==> src/rtl/sqrt_arbiter.sv <==
// sqrt_arbiter
//   Shares one iterative square-root core among N requesters. A round-robin
//   grant picks one requester in IDLE. Its radicand is issued to the core with
//   a one-cycle start pulse. The core's result, or a watchdog error if the core
//   never reports valid, is then returned on a backpressured response port
//   tagged with the requester index.
//
//   Ports
//     clk, rst               clock, asynchronous active-high reset
//     req_valid/req_ready    per-requester handshake (req_ready is one-hot)
//     req_rad                packed radicands, requester i at [i*WIDTH +: WIDTH]
//     rsp_valid/rsp_ready    response handshake
//     rsp_id/root/rem/err    registered response payload
//     core_start/core_rad    drive the shared core
//     core_busy              core status (observed only)
//     core_valid/root/rem    core result
//
//   Handshake rule for both ports: a transfer happens on a rising edge where
//   valid and ready are both 1. The response payload stays stable while
//   rsp_valid=1 and rsp_ready=0.
module sqrt_arbiter #(
  parameter int WIDTH   = 8,
  parameter int N       = 4,
  // Core iteration count is WIDTH/2; the watchdog allows four extra cycles.
  parameter int TIMEOUT = WIDTH / 2 + 4
) (
  input  logic                 clk,
  input  logic                 rst,
  input  logic [N-1:0]         req_valid,
  input  logic [N*WIDTH-1:0]   req_rad,
  output logic [N-1:0]         req_ready,
  output logic                 rsp_valid,
  input  logic                 rsp_ready,
  output logic [$clog2(N)-1:0] rsp_id,
  output logic [WIDTH-1:0]     rsp_root,
  output logic [WIDTH-1:0]     rsp_rem,
  output logic                 rsp_err,
  output logic                 core_start,
  output logic [WIDTH-1:0]     core_rad,
  input  logic                 core_busy,
  input  logic                 core_valid,
  input  logic [WIDTH-1:0]     core_root,
  input  logic [WIDTH-1:0]     core_rem
);

  localparam int ID_W  = $clog2(N);
  localparam int CNT_W = $clog2(TIMEOUT + 1);

  typedef enum logic [1:0] {IDLE, ISSUE, WAIT, RESP} state_t;

  state_t             state_q, state_d;
  logic [ID_W-1:0]    ptr_q;
  logic [ID_W-1:0]    id_q;
  logic [WIDTH-1:0]   rad_q;
  logic [CNT_W-1:0]   cnt_q;
  logic [WIDTH-1:0]   root_q;
  logic [WIDTH-1:0]   rem_q;
  logic               err_q;

  logic               gnt_found;
  logic [ID_W-1:0]    gnt_idx;
  logic [WIDTH-1:0]   gnt_rad;
  logic [ID_W:0]      cand;

  // Round-robin search starting at ptr_q. cand has one extra bit, so the
  // wrap past N-1 works for any N, including non-powers of two.
  always_comb begin
    gnt_found = 1'b0;
    gnt_idx   = '0;
    gnt_rad   = '0;
    cand      = '0;
    for (int k = 0; k < N; k++) begin
      cand = {1'b0, ptr_q} + (ID_W + 1)'(k);
      if (cand >= (ID_W + 1)'(N)) begin
        cand = cand - (ID_W + 1)'(N);
      end
      if (!gnt_found && req_valid[cand[ID_W-1:0]]) begin
        gnt_found = 1'b1;
        gnt_idx   = cand[ID_W-1:0];
      end
    end
    for (int i = 0; i < N; i++) begin
      if (gnt_idx == ID_W'(i)) begin
        gnt_rad = req_rad[i*WIDTH +: WIDTH];
      end
    end
  end

  // Accept strobe: only in IDLE, and held low while reset is asserted.
  always_comb begin
    req_ready = '0;
    if (state_q == IDLE && gnt_found && !rst) begin
      req_ready[gnt_idx] = 1'b1;
    end
  end

  always_comb begin
    state_d = state_q;
    case (state_q)
      IDLE:  if (gnt_found) state_d = ISSUE;
      ISSUE: state_d = WAIT;
      WAIT:  if (core_valid || cnt_q == CNT_W'(TIMEOUT)) state_d = RESP;
      RESP:  if (rsp_ready) state_d = IDLE;
      default: state_d = IDLE;
    endcase
  end

  always_ff @(posedge clk or posedge rst) begin
    if (rst) begin
      state_q <= IDLE;
    end else begin
      state_q <= state_d;
    end
  end

  always_ff @(posedge clk or posedge rst) begin
    if (rst) begin
      ptr_q  <= '0;
      id_q   <= '0;
      rad_q  <= '0;
      cnt_q  <= '0;
      root_q <= '0;
      rem_q  <= '0;
      err_q  <= 1'b0;
    end else begin
      case (state_q)
        IDLE: begin
          if (gnt_found) begin
            rad_q <= gnt_rad;
            id_q  <= gnt_idx;
            ptr_q <= (gnt_idx == ID_W'(N - 1)) ? '0 : gnt_idx + 1'b1;
          end
        end
        ISSUE: begin
          cnt_q <= '0;
        end
        WAIT: begin
          // A valid that arrives on the timeout cycle still counts as a result.
          if (core_valid) begin
            root_q <= core_root;
            rem_q  <= core_rem;
            err_q  <= 1'b0;
          end else if (cnt_q == CNT_W'(TIMEOUT)) begin
            root_q <= '0;
            rem_q  <= '0;
            err_q  <= 1'b1;
          end else begin
            cnt_q <= cnt_q + 1'b1;
          end
        end
        default: ;
      endcase
    end
  end

  assign rsp_valid  = (state_q == RESP);
  assign rsp_id     = id_q;
  assign rsp_root   = root_q;
  assign rsp_rem    = rem_q;
  assign rsp_err    = err_q;
  assign core_start = (state_q == ISSUE);
  assign core_rad   = rad_q;

  // The core must not report a result while it is still iterating.
  a_valid_not_busy: assert property (@(posedge clk) disable iff (rst)
    !(core_valid && core_busy));

endmodule

==> config.mk <==
export PLATFORM = sky130hd
export DESIGN_NAME = sqrt_arbiter
export DESIGN_NICKNAME = d
export VERILOG_FILES = /design/src/rtl/sqrt_arbiter.sv
export SDC_FILE = /design/constraint.sdc
export NUM_CORES = 1
export LEC_CHECK = 0
export CAP_MARGIN = 5
export CORE_UTILIZATION = 45
export CTS_CLUSTER_SIZE = 16
export DETAILED_ROUTE_END_ITERATION = 12
export HOLD_SLACK_MARGIN = 0.1
export PLACE_DENSITY = 0.86
export SLEW_MARGIN = 20
export SYNTH_ARGS = -nofsm -noshare
export SYNTH_HDL_FRONTEND = slang
export SYNTH_SLANG_ARGS = --single-unit
==> constraint.sdc <==
create_clock -name clk -period 3.9 [get_ports clk]
set_input_delay 0.585 -clock clk [delete_from_list [all_inputs] [get_ports clk]]
set_output_delay 0.585 -clock clk [all_outputs]
set_load 0.02 [all_outputs]
==> results.tsv, run 1 <==
metric	value	unit
swShare	39.10	%
vias_per_cell	5.606	
net-switching-power	0.0009090	W
critPathTopFamily	buffers and inverters	
cp.required	3.31	ns
clock_latency	0.29	ns
clock-root-buffer	clkbuf_8	
p_int	0.001416	W
htree_num_levels	2	
endpoint_kind	primary output	
r2r_end	core_rad[6]	
synth_area_leaders	dfrtp_1, a22o_1, ha_1, a2bb2oi_2, a21oi_1	
synth_top_cell_by_area	dfrtp_1	
start_util	46.93	%
critPathMaxStageDelay	0.63	ns
die_area	4814	um^2
synth_common_cells	dfrtp_1, a21oi_1, inv_1, a22o_1, ha_1	
syn_area	2043	um^2
tritoncts	built	
synth-seq-cells	35	
critPathBufInv	2	
num-nets-final	341	
r2r_setup_slack	1.62	ns
p_leak	1.293	nW
synth_edf_count	0	
setup_violations	0	
run_status	completed	
antenna_found_initial	0	
cp.depth	7	
core	4354	um^2
numCtsBuffers	5	
cp_slowest_cell	clkdlybuf4s50_1	
cts_resized	0	
netlist-cell-type-count	43	
r2r_cells	7	
post-route-drc-count	0	
rsz0062_at_grt	no	
timing.final.hold_violations	0	
crit_type	input port to primary output	
die_h	69.38	um
ctsHoldBuffers	0	
critPathCapture	req_ready[1]	
drtIter0Drc	102	
hpwl	3735	um
die_w	69.38	um
yosys_warnings	0	
antenna_left	0	
utilization	70.46	%
cap_violations	0	
drive_gt1_share	10.91	%
p_clk_share	14.3	%
synth.net_count	251	
multi_input_area	1017	um^2
finalCritPeriodShare	90.16	%
grt_pass1_vias	1773	
globalplace.congestion	0.8241	
synthArstFlopShare	100.0	%
hold_path_class	flop to flop	
slew_headroom	45.68	%
antenna_cells	0	
ys.flop_type	dfrtp_1	
startpoint_type	input port	
io_buffers	88	
postCtsSetupRepairBufs	0	
clock-sinks	35	
comb_power_share	58.3	%
seq_area	875.8	um^2
setup_tns	0	ns
synthMostInstantiatedCell	dfrtp_1	
path_common_cell	clkdlybuf4s50_1	
grt_pass1_wl	8321	um
dr.pass1.iters	4	
synthCells	184	
grt_use_total	21.85	%
io_pins	90	
clk_pin_slew_worst_paths	0.08	ns
num_rows	24	
skew	0.005241	ns
synth_top_area_share	42.87	%
startpoint	req_valid[0]	
p_seq_share	27.3	%
worst-path-max-fanout	5	
fillers	326	
cp.arrival	2.93	ns
synth.avg_cell_area	11.10	um^2
fmax	0.2844	GHz
areaGrowthSynthToFinish	50.15	%
num_vias	1833	
post-route-min-period	3.516	ns
r2r-start	ptr_q[1]	
ir_drop	0.4143	mV
power_density	757.7	nW/um^2
slew_violations	0	
wl	5148	um
route.detailed.wl_per_inst	15.74	um
clockBufferDepth	2	
grt_overflow	0	
synth_seq_area_share	42.87	%
grt_max_degree	22	
cp_cell_sequence	clkdlybuf4s50_1, nand2_1, a311oi_1, or2_2, ha_1, and2_1, clkdlybuf4s50_1	
tightest_slew	0.8138	ns
==> area by class of cell <==
class,instances,area share (%)
inverters,17,2.080
well taps,52,2.121
flip-flops and latches,35,28.55
clock buffers,5,2.243
repair buffers,95,30.42
multi-input cells,120,33.16
clock inverters,3,1.427
==> state kept, by name, summed over array words and instances, names as in the netlist <==
name	cells
rsp_rem	8
rsp_id	2
core_rad	8
ptr_q	2
state_q	2
rsp_root	8
cnt_q	4
rsp_err	1
==> power groups by stage <==
| stage | sequential (W) | combinational [W] | clock [W] |
|---|---|---|---|
| 2_1_floorplan | 0.000787 | 0.000737 | 0 |
| 3_3_place_gp | 0.000634 | 0.00132 | 0 |
| 3_5_place_dp | 0.000640 | 0.00135 | 0 |
| 4_1_cts | 0.000634 | 0.00136 | 0.000339 |
| 5_1_grt | 0.000657 | 0.00144 | 0.000352 |
| 6_report | 0.000636 | 0.00136 | 0.000333 |
==> placed cells by master (no fill, tap or decap), types with 2 or more instances in the layout <==
cell type / count
a21oi_1: 18
a221o_1: 8
a22o_1: 16
a2bb2oi_2: 7
a31oi_1: 2
and2_1: 5
buf_4: 7
clkbuf_8: 5
clkdlybuf4s50_1: 88
dfrtp_1: 35
ha_1: 10
inv_1: 17
mux2_2: 2
mux2i_1: 2
nand2_1: 4
nand2b_1: 3
nand3b_1: 9
nor2_1: 4
nor2b_1: 6
o22ai_1: 2
o31ai_1: 2
o32a_1: 2
==> stage by stage <==
stage | setup WS [ns] | hold WS [ns] | cells | total power [W] | cell area (um^2)
after global placement | 0.4519 | 0.4674 | 319 | 0.001957 | 2955
after global routing | 0.2934 | 0.5286 | 327 | 0.002453 | 3068
after CTS | 0.3665 | 0.4816 | 327 | 0.002336 | 3068
after floorplan | 1.306 | 0.4987 | 184 | 0.001524 | 2043
final | 0.3837 | 0.4776 | 327 | 0.002324 | 3068
after detailed placement | 0.3774 | 0.4646 | 319 | 0.001992 | 2955
==> routing by layer <==
layer	vias up	GRT usage, %	part of all wire, %
li1	862	-	-
met1	900	28.02	44
met2	60	35.28	48
met3	11	4.651	5.7
met4	0	10.20	2.3
met5	-	0	0
==> kinds of logic after synthesis <==
kind of cell	Yosys count	share of synthesized area [%]
muxes	4	2.082
and+or+nand+nor	40	13.11
buffers and inverters	29	7.348
DFF	35	42.87
adders and majority gates	10	6.124
AOI/OAI and AO/OA	66	28.48
==> how the worst min path moves through the flow <==
stage                          start    endpoint  slack [ns]  depth (start not counted)
after floorplan             cnt_q[0]    cnt_q[0]        0.50                          1
after global placement     rsp_id[1]   rsp_id[1]        0.47                          2
after detailed placement   rsp_id[1]   rsp_id[1]        0.46                          2
after CTS                  rsp_id[1]   rsp_id[1]        0.48                          2
after global routing      rsp_rem[0]  rsp_rem[0]        0.53                          1
final                      rsp_id[1]   rsp_id[1]        0.48                          2
==> worst reg2reg max path: cells and delay by family, from the launching register on <==
family	cells	cell delay, ns
adder cells (fa/ha/maj)	1	0.23
multiplexers	1	0.20
AND/OR/NAND/NOR	2	0.66
AO/OA/AOI/OAI	2	0.50
buffers and inverters	1	0.19
flip-flops	1	0.43
Note: power is estimated with default switching activity, not from simulation.
==> inputs of run 2 (changes only) <==
--- a/constraint.sdc
+++ b/constraint.sdc
@@ -3,2 +3,2 @@
 set_output_delay 0.585 -clock clk [all_outputs]
-set_load 0.02 [all_outputs]
+set_load 0.1 [all_outputs]
==> run 2 against run 1 <==
- die area is the same
- utilization increased by 0.75 points
- first-iteration DRC count grew 43%
- wire length increased by 7.7%
- maximum frequency grew 2.7%
- non-clock buffer count is 1 lower
- sequential cell count is the same
- via count shrank 0.93%
- setup slack better by 0.093 ns
- highest routed layer unchanged
==> results.tsv, run 2 (synthesis results as in run 1) <==
metric	value	unit	change
run_status	completed		
skew	0.01042	ns	+0.005179 ns
tightest_slew	0.9963	ns	+0.1825 ns
slew_headroom	33.37	%	-12 points
route.detailed.wl_per_inst	17.01	um	+8.0%
startpoint_type	input port		
tritoncts	built		
grt_max_degree	25		+14%
cap_violations	0		unchanged
wl_met2	2759	um	+12%
placedCellCount	318		-0.31%
critPathMaxStageDelay	0.55	ns	-0.08 ns
top_layer	met4		
rsz0062_at_grt	no		
timing.final.hold_violations	0		unchanged
finalCritPeriodShare	87.78	%	-2.4 points
antenna_left	0		unchanged
clock-root-buffer	clkbuf_8		
grt_pass1_wl	8894	um	+6.9%
drive_gt1_share	12.04	%	+1.1 points
num_rows	24		unchanged
die_w	69.38	um	unchanged
core	4354	um^2	unchanged
ctsHoldBuffers	0		unchanged
globalplace.congestion	0.8247		about the same
num_vias	1816		-0.93%
critPathBufInv	2		unchanged
die_area	4814	um^2	unchanged
slew_violations	0		unchanged
fillers	323		-0.92%
clockBufferDepth	2		unchanged
io_pins	90		unchanged
setup_tns	0	ns	unchanged
grt_overflow	0		unchanged
layout_commonest_cell	clkdlybuf4s50_1		
die_h	69.38	um	unchanged
vias_per_cell	5.571		-0.62%
setup_violations	0		unchanged
start_util	46.93	%	unchanged
wl_met1	2450	um	+7.6%
grt_pass1_vias	1779		+0.34%
fmax	0.2921	GHz	+2.7%
drtIter0Drc	146		+43%
post-route-drc-count	0		unchanged
layout_common_cells	clkdlybuf4s50_1, dfrtp_1, a21oi_1, inv_1, a22o_1		
num-nets-final	340		-0.29%
cts_resized	0		unchanged
htree_num_levels	2		unchanged
cp_slowest_cell	clkdlybuf4s50_1		
antenna_cells	0		unchanged
wl	5545	um	+7.7%
clk_pin_slew_worst_paths	0.07	ns	about the same
antenna_found_initial	0		unchanged
multi_input_area	1017	um^2	unchanged
hold_path_class	flop to flop		
postCtsSetupRepairBufs	0		unchanged
areaGrowthSynthToFinish	51.75	%	
wl_met3	279	um	-5.7%
final_cells	326		-0.31%
clock-sinks	35		unchanged
seq_area	875.8	um^2	unchanged
dr.pass1.iters	4		unchanged
numCtsBuffers	5		unchanged
endpoint_kind	primary output		
worst-path-max-fanout	17		+12
cp.required	3.31	ns	about the same
critPathTopFamily	simple AND/OR/NAND/NOR gates		
cp_cell_sequence	clkdlybuf4s50_1, mux2i_1, nor2_1, or4_1, ha_1, and2_1, buf_12		
hpwl	3898	um	+4.4%
grt_use_total	23.56	%	+1.7 points
crit_type	input port to primary output		
post-route-min-period	3.423	ns	-0.09286 ns
clock_latency	0.29	ns	about the same
cp.arrival	2.84	ns	-0.09 ns
io_buffers	88		unchanged
==> run 2: worst paths after layout <==
check | depth (start not counted) | slack (ns) | end | start
worst max register to register | 7 | 1.56 | core_rad[3] | ptr_q[1]
worst max-delay path | 7 | 0.48 | req_ready[2] | req_valid[2]
min in group asynchronous | 2 | 0.84 | core_rad[1] | rst
worst min-delay path | 2 | 0.48 | rsp_id[1] | rsp_id[1]
max in group asynchronous | 3 | 2.32 | rsp_err | rst
worst min register to register | 2 | 0.48 | rsp_id[1] | rsp_id[1]
==> run 2: through the flow <==
stage	hold slack (ns)	instance area [um^2]	util (%)	setup WS, ns
2_1_floorplan	0.4987	2043	-	0.9612
3_3_place_gp	0.4654	2988	68.62	0.5093
3_5_place_dp	0.4729	2988	68.62	0.4909
4_1_cts	0.4888	3100	71.21	0.4796
5_1_grt	0.5236	3100	71.21	0.3389
6_report	0.4834	3100	71.21	0.4765
==> run 2: cell type report <==
class,instances,share of cell area [%]
clock buffers,5,2.220
clock inverters,3,1.412
inverters,17,2.058
multi-input cells,120,32.81
flip-flops and latches,35,28.25
well taps,52,2.098
repair buffers,94,31.15
==> run 2: routing by layer <==
metal	vias up	GRT usage (%)
li1	863	-
met1	887	30.34
met2	59	39.70
met3	7	5.233
met4	0	6.803
met5	-	0
==> run 2: tightest hold or removal path, stage by stage, from the launching register on <==
cell and delay [ns]:
dfrtp_1 0.34, nand2_1 0.05, o31ai_1 0.06
Power of run 2 is left out: the tool's default activity adds up to more than one toggle a clock period on the data nets, which glitch-free logic cannot reach.
==> inputs of run 3 (changes only) <==
==> constraint.sdc (replaced) <==
create_clock -name clk -period 3.9 [get_ports clk]
set_input_delay 0.39 -clock clk [delete_from_list [all_inputs] [get_ports clk]]
set_output_delay 0.39 -clock clk [all_outputs]
set_load 0.1 [all_outputs]
==> run 3 against run 2 <==
- utilization is 2.1 points lower
- die area stayed put
- setup slack better by 0.29 ns
- clock-buffer cell count stayed put
- clock skew is 0.0058 ns lower
- critical path depth stayed put
- wire length is 4.7% lower
- cell area is 2.9% lower
- register-to-register slack worse by 0.06 ns
- maximum frequency is 9.4% higher
- cell count is 1.2% lower
- first-iteration DRC count is 23% lower
- critical path type unchanged
- critical endpoint is now req_ready[3]
- largest cell class unchanged
==> results.tsv, run 3 (synthesis results as in run 1) <==
metric	value	unit	change
num_vias	1809		-0.39%
start_util	46.93	%	unchanged
die_area	4814	um^2	unchanged
core	4354	um^2	unchanged
setup_violations	0		unchanged
fmax	0.3196	GHz	+9.4%
placedCellCount	314		-1.3%
tightest_slew	1.019	ns	+0.02226 ns
globalplace.congestion	0.8233		-0.17%
drive_gt1_share	10.74	%	-1.3 points
clock_latency	0.30	ns	about the same
skew	0.004579	ns	-0.005842 ns
utilization	69.11	%	-2.1 points
run_status	completed		
r2r_cells	7		unchanged
rsz0062_at_grt	no		
clock-sinks	35		unchanged
die_w	69.38	um	unchanged
cap_violations	0		unchanged
drtIter0Drc	112		-23%
crit_type	input port to primary output		
numCtsBuffers	5		unchanged
grt_pass1_vias	1754		-1.4%
layout_setup_ws	0.7713	ns	+0.2948 ns
vias_per_cell	5.618		+0.85%
clock-root-buffer	clkbuf_8		
slew_violations	0		unchanged
clk_pin_slew_worst_paths	0.08	ns	about the same
cp.arrival	2.74	ns	-0.10 ns
worst-path-max-fanout	17		unchanged
grt_max_degree	33		+32%
pre_cts_slack	0.7712	ns	+0.2803 ns
postCtsSetupRepairBufs	0		unchanged
slew_headroom	31.88	%	-1.5 points
startpoint_type	input port		
cp.required	3.51	ns	+0.20 ns
hold_path_class	input port to asynchronous set/reset pin		
antenna_found_initial	0		unchanged
antenna_left	0		unchanged
io_pins	90		unchanged
grt_use_total	22.49	%	-1.1 points
post-route-min-period	3.129	ns	-0.2948 ns
num_rows	24		unchanged
grt_overflow	0		unchanged
wl	5284	um	-4.7%
tritoncts	built		
areaGrowthSynthToFinish	47.28	%	
route.detailed.wl_per_inst	16.41	um	-3.5%
die_h	69.38	um	unchanged
timing.final.hold_violations	0		unchanged
endpoint_kind	primary output		
final_cells	322		-1.2%
dr.pass1.iters	4		unchanged
antenna_cells	0		unchanged
post-route-drc-count	0		unchanged
clockBufferDepth	2		unchanged
cts_resized	0		unchanged
finalCritPeriodShare	80.22	%	-7.6 points
layout_commonest_cell	clkdlybuf4s50_1		
htree_num_levels	2		unchanged
grt_pass1_wl	8480	um	-4.7%
layout_common_cells	clkdlybuf4s50_1, dfrtp_1, a21oi_1, inv_1, a22o_1		
setup_tns	0	ns	unchanged
hpwl	3851	um	-1.2%
io_buffers	88		unchanged
num-nets-final	336		-1.2%
ctsHoldBuffers	0		unchanged
-- run 3: cell count changes in the layout (fill, tap and decap cells not counted), sizes merged --
cell	previous run	this run
bufinv	1	0
clkinvlp	0	2
clkinv	2	1
buf	10	6
-- run 3: final cells by class --
class	instances	area [um^2]
clock buffer	5	68.82
inverter	17	63.81
fill	308	1345
timing repair buffer	90	898.4
multi-input combinational	120	1017
sequential	35	875.8
clock inverter	3	20.02
tap	52	65.06
-- run 3: metrics by stage --
step | cell area [um^2] | hold WS (ns)
global placement | 2920 | 0.4630
CTS | 3009 | 0.2965
floorplan | 2043 | 0.4987
detailed placement | 2920 | 0.4713
finish | 3009 | 0.2996
global route | 3009 | 0.3202
-- run 3: metal layers --
layer	GRT usage [%]	part of all wire (%)	up-vias
met5	0	0	-
met4	8.844	1.9	0
met3	4.797	5.1	9
met2	37.00	49	60
met1	28.87	44	883
li1	-	-	857
-- run 3: final timing paths --
check	start	endpoint	slack [ns]
setup / recovery	req_valid[1]	req_ready[3]	0.77
hold / removal	rst	core_rad[7]	0.30
setup reg to reg	ptr_q[1]	core_rad[6]	1.50
hold reg to reg	rsp_id[1]	rsp_id[1]	0.49
max in group asynchronous	rst	rsp_root[1]	2.96
min in group clk	rsp_id[1]	rsp_id[1]	0.49
-- run 3: worst max-delay path: stages --
cell and delay (ns):
clkdlybuf4s50_1 0.64, nand2b_1 0.17, a21oi_2 0.07, nor4_1 0.39, ha_1 0.62, and2_1 0.26
buf_12 0.18
Power of run 3 is left out for the same reason.
